`config.mk`:
```
export PLATFORM = sky130hd
export DESIGN_NAME = mont_exit
export DESIGN_NICKNAME = d
export VERILOG_FILES = /design/src/rtl/mont_exit.sv
export SDC_FILE = /design/constraint.sdc
export NUM_CORES = 1
export LEC_CHECK = 0
export CAP_MARGIN = 30
export CORE_UTILIZATION = 40
export DETAILED_ROUTE_END_ITERATION = 12
export PLACE_DENSITY = 0.67
export SLEW_MARGIN = 10
export SYNTH_ARGS = -nofsm -noshare
export SYNTH_HDL_FRONTEND = slang
export SYNTH_SLANG_ARGS = --single-unit
```
`constraint.sdc`:
```
create_clock -name clk -period 2.7 [get_ports clk]
set_input_delay 0.81 -clock clk [delete_from_list [all_inputs] [get_ports clk]]
set_output_delay 0.81 -clock clk [all_outputs]
set_load 0.03 [all_outputs]
```
`src/rtl/mont_exit.sv`:
```
// mont_exit: bit-serial Montgomery-domain exit converter (x*R^-1 mod p, R = 2^datawidth).
// One reduction step per clock, valid/ready on both sides.
// Optional MONT_ENTRY_EN: adds the entry step (x*R mod p) selected by the mode input.
`ifndef DATAWIDTH
`define DATAWIDTH 16
`endif

module mont_exit #(
  parameter int datawidth = `DATAWIDTH
) (
  input  logic                 clk,
  input  logic                 rst,
  input  logic                 in_valid,
  output logic                 in_ready,
  input  logic [datawidth-1:0] x,
  input  logic [datawidth-1:0] p,
  input  logic                 mode,
  output logic                 out_valid,
  input  logic                 out_ready,
  output logic [datawidth-1:0] out,
  output logic                 busy
);

  localparam int CW = (datawidth > 1) ? $clog2(datawidth) : 1;

  typedef enum logic [1:0] {IDLE, RUN, DONE} state_t;

  state_t               state, state_nx;
  logic [datawidth:0]   t, t_nx;
  logic [datawidth:0]   t_sum, t_exit;
  logic [datawidth-1:0] p_q, out_r;
  logic [CW-1:0]        cnt;
  logic                 last;

  assign last = (cnt == CW'(datawidth - 1));

  // Exit step: add p when odd so the halving is exact; t stays below p.
  assign t_sum  = t + {1'b0, p_q};
  assign t_exit = t[0] ? (t_sum >> 1) : (t >> 1);

`ifdef MONT_ENTRY_EN
  logic               mode_q;
  logic [datawidth:0] t_dbl, t_ent;
  // Entry step: modular doubling; t < p keeps the doubled value within datawidth+1 bits.
  assign t_dbl = {t[datawidth-1:0], 1'b0};
  assign t_ent = (t_dbl >= {1'b0, p_q}) ? (t_dbl - {1'b0, p_q}) : t_dbl;
  assign t_nx  = mode_q ? t_ent : t_exit;
`else
  logic unused_mode;
  assign unused_mode = mode;
  assign t_nx        = t_exit;
`endif

  // State register.
  always_ff @(posedge clk or posedge rst) begin
    if (rst) state <= IDLE;
    else     state <= state_nx;
  end

  // Next-state logic: accept in IDLE, datawidth steps in RUN, hold in DONE until taken.
  always_comb begin
    state_nx = state;
    case (state)
      IDLE:    if (in_valid) state_nx = RUN;
      RUN:     if (last) state_nx = DONE;
      DONE:    if (out_ready) state_nx = IDLE;
      default: state_nx = IDLE;
    endcase
  end

  // Datapath: load operands on accept, step the accumulator, register the result.
  always_ff @(posedge clk or posedge rst) begin
    if (rst) begin
      t     <= '0;
      p_q   <= '0;
      cnt   <= '0;
      out_r <= '0;
`ifdef MONT_ENTRY_EN
      mode_q <= 1'b0;
`endif
    end else begin
      case (state)
        IDLE: if (in_valid) begin
          t   <= {1'b0, x};
          p_q <= p;
          cnt <= '0;
`ifdef MONT_ENTRY_EN
          mode_q <= mode;
`endif
        end
        RUN: begin
          t   <= t_nx;
          cnt <= cnt + CW'(1);
          if (last) out_r <= t_nx[datawidth-1:0];
        end
        default: ;
      endcase
    end
  end

  assign in_ready  = (state == IDLE);
  assign out_valid = (state == DONE);
  assign busy      = (state != IDLE);
  assign out       = out_r;

endmodule

```
==> impl_metrics.toml, run 1 <==
[run_status]
run_status = "finished clean"

[routing]
drc_errors = 0
vias = 2592
drt_iter0_markers = 169
wl_mm = 7.187
ant_nets = 0
firstDrtPassIters = 5
viasPerCell = 5.562
wl_per_cell_um = 15.42

[grt]
antenna_found_initial = 0
grt_pass1_wl_mm = 12.28
grt_pass1_vias = 2436
grt-ovfl-total = 0
grtUsageTotal_pct = 18.71
grt_max_degree = 35

[logic_synthesis]
yosys_warnings = 0
syn_inst = 316
async_reset_ff_share_pct = 100.0
synth-seq-cells = 54
synth_nets = 370
syn_area_um2 = 3110
yosysSeqAreaShare_pct = 43.44
synth_ff_type = "dfrtp_1"
avgSynthCellArea_um2 = 9.843
ys_types = 46
synth_edf_count = 0

[critical_path]
cp-start-kind = "flip-flop"
critPathCaptureType = "flip-flop"
r2r_cells = 8
regToRegStartpoint = "p_q[0]"
critPathMaxFanout = 4
cp.required_ns = 2.88
crit_arrival_ns = 2.68
r2r_slack_ns = 0.21
setup.worst_path.end = "t[7]"
path_class = "flip-flop to flip-flop"
rr_endpoint = "t[7]"
startpoint = "p_q[0]"

[pwr]
fin_total_pwr_w = 0.005382
ir_drop_uv = 539.8
power_leakage_nw = 1.614
powerDensity_nw_per_um2 = 1390

[placement]
dpl_cell_area_um2 = 3762
port_buffers = 54
place_congestion = 0.8504
placedCellCount = 458
hpwl_mm = 5.359

[final_layout]
drive_gt1_share_pct = 10.35
area_growth_pct = 24.50
n_antenna_cell = 0
finalNonFillerCells = 466
final_area_um2 = 3872
layout.nets = 420

[cts]
ctsHoldBuffers = 0
cts.sinks = 54
cts_buffer_depth = 2
cts_root_buf = "clkbuf_8"
cts_resized = 0
clk_latency_ns = 0.31
cts_setup_buffers = 0
htree_levels = 2
cts.reportedPaths.clkPinSlew_ns = 0.10
cts_tree = "built"
cts_made_buffers = 5

[sta]
max_slew_margin_pct = 43.18
fmax_ghz = 0.4011
fin_skew_ns = 0.01022
rsz0062_at_grt = "no"
setup_viol = 0
drv_slew = 0
tns_ns = 0
post-route-period-util_pct = 92.33
period_needed_ns = 2.493
worst_pin_slew_ns = 0.8492
hold_viol = 0

[run]
cap_violations = 0

[floorplan]
dieArea_um2 = 8132
die_w_um = 90.18
start_util_pct = 42.21
io_pins = 56
dieHeight_um = 90.18
coreArea_um2 = 7370
row_count = 31

[hold_path]
worstHoldPathType = "flip-flop to flip-flop"
## sequential cells by signal, summed over array words and instances, names as in the netlist
register / count
t: 16
p_q: 16
out: 16
state: 2
cnt: 4
## routing by layer
| layer | wire (um) | GRT usage [%] | share of wire, % | up-vias |
|---|---|---|---|---|
| li1 | - | - | - | 1258 |
| met1 | 3506 | 27.50 | 49 | 1258 |
| met2 | 3276 | 29.01 | 46 | 66 |
| met3 | 304 | 2.453 | 4.2 | 10 |
| met4 | 99 | 4.839 | 1.4 | 0 |
| met5 | 0 | 0 | 0 | - |
## worst max-delay path, cell delays in order (launching register included)
cell	delay, ns
dfrtp_1	0.42
and2_1	0.18
fa_1	0.40
a21oi_1	0.30
o221a_4	0.27
a21boi_1	0.08
or3_1	0.30
a31oi_1	0.31
a21oi_1	0.13
## report_power, final
group / switching, W / internal (W) / leakage, nW
registers: 0.000298 / 0.00119 / 0.662
clock network: 0.000271 / 0.000277 / 0.0514
logic: 0.00190 / 0.00144 / 0.900
total: 0.00247 / 0.00291 / 1.61
## per-stage QoR
step | setup slack [ns] | hold slack (ns) | utilization [%]
5_1_grt | 0.03901 | 0.5156 | 52.55
3_5_place_dp | 0.2456 | 0.4731 | 51.05
4_1_cts | 0.2229 | 0.4972 | 52.55
2_1_floorplan | 0.1501 | 0.4647 | -
6_report | 0.2070 | 0.4864 | 52.55
3_3_place_gp | 0.2611 | 0.4639 | 51.05
## layout by cell type, fill, tap and decap left out, types with 4 or more instances in the layout
cell,count
a22oi_1,6
clkdlybuf4s50_1,54
o21ai_1,9
a211oi_1,9
xnor2_1,8
inv_1,9
clkbuf_8,5
nor3_1,10
buf_4,6
mux2_2,16
a31oi_1,6
o21ai_0,29
mux2i_1,10
and3_1,7
xor2_1,4
nand2_1,28
nand3_1,4
or3_1,4
dfrtp_1,54
nor2_1,11
nor2b_1,8
a21oi_1,18
ha_1,16
## area by class of cell
cell class | count | area [um2]
Fill cell | 703 | 3497
Multi-Input combinational cell | 234 | 1644
Sequential cell | 54 | 1351
Timing Repair Buffer | 61 | 605.6
Tap cell | 99 | 123.9
Clock buffer | 6 | 72.57
Clock inverter | 2 | 37.54
Inverter | 10 | 37.54
## worst min path at each step
stage | from | to | slack (ns) | cells after the start
after floorplan | cnt[2] | cnt[2] | 0.46 | 1
after global placement | out[5] | out[5] | 0.46 | 2
after detailed placement | out[6] | out[6] | 0.47 | 2
after CTS | out[6] | out[6] | 0.50 | 2
after global routing | out[15] | out[15] | 0.52 | 2
final | out[6] | out[6] | 0.49 | 2
## cell families (layout without fill, tap and decap cells)
family | Yosys count | after routing | synth area share (%)
XOR/XNOR | 12 | 12 | 3.379
AO/OA/AOI/OAI | 100 | 100 | 21.00
flip-flops | 54 | 54 | 43.44
multiplexers | 26 | 26 | 9.010
buffers and inverters | 28 | 79 | 3.701
AND/OR/NAND/NOR | 79 | 79 | 12.39
adder cells (fa/ha/maj) | 17 | 17 | 7.080
## synth_stat cells (all sizes together), types with 2 or more instances
cell | instances | area [um2]
o21ai | 38 | 190.2
o211ai | 2 | 20.02
clkbuf | 11 | 41.29
o21a | 3 | 22.52
and2 | 3 | 18.77
nor2b | 8 | 50.05
or3 | 4 | 25.02
mux2 | 16 | 180.2
nor2 | 11 | 41.29
a222oi | 3 | 30.03
xnor2 | 8 | 70.07
a21oi | 19 | 98.85
and3 | 7 | 43.79
xor2 | 4 | 35.03
dfrtp | 54 | 1351
mux2i | 10 | 100.1
a31oi | 6 | 37.54
nand2 | 28 | 105.1
buf | 7 | 36.28
nand4 | 2 | 18.77
inv | 10 | 37.54
a22oi | 6 | 45.04
a211oi | 10 | 80.07
nand2b | 2 | 12.51
o31ai | 3 | 22.52
nand3 | 4 | 20.02
nor3 | 10 | 50.05
ha | 16 | 200.2
(Power assumes the default switching activity.)
==> run 2, diff against run 1 <==
--- a/config.mk
+++ b/config.mk
@@ -13,3 +13,4 @@
 export SYNTH_ARGS = -nofsm -noshare
 export SYNTH_HDL_FRONTEND = slang
 export SYNTH_SLANG_ARGS = --single-unit
+export TNS_END_PERCENT = 50
==> results of run 2 <==
The final DEF is identical to that of run 1; final timing and power are the same.
==> run 3, diff against run 2 <==
--- a/config.mk
+++ b/config.mk
@@ -9,7 +9,7 @@
 export CORE_UTILIZATION = 40
 export DETAILED_ROUTE_END_ITERATION = 12
 export PLACE_DENSITY = 0.67
-export SLEW_MARGIN = 10
+export SLEW_MARGIN = 25
 export SYNTH_ARGS = -nofsm -noshare
 export SYNTH_HDL_FRONTEND = slang
 export SYNTH_SLANG_ARGS = --single-unit
==> results of run 3 <==
The final DEF is identical to that of run 1; final timing and power are the same.
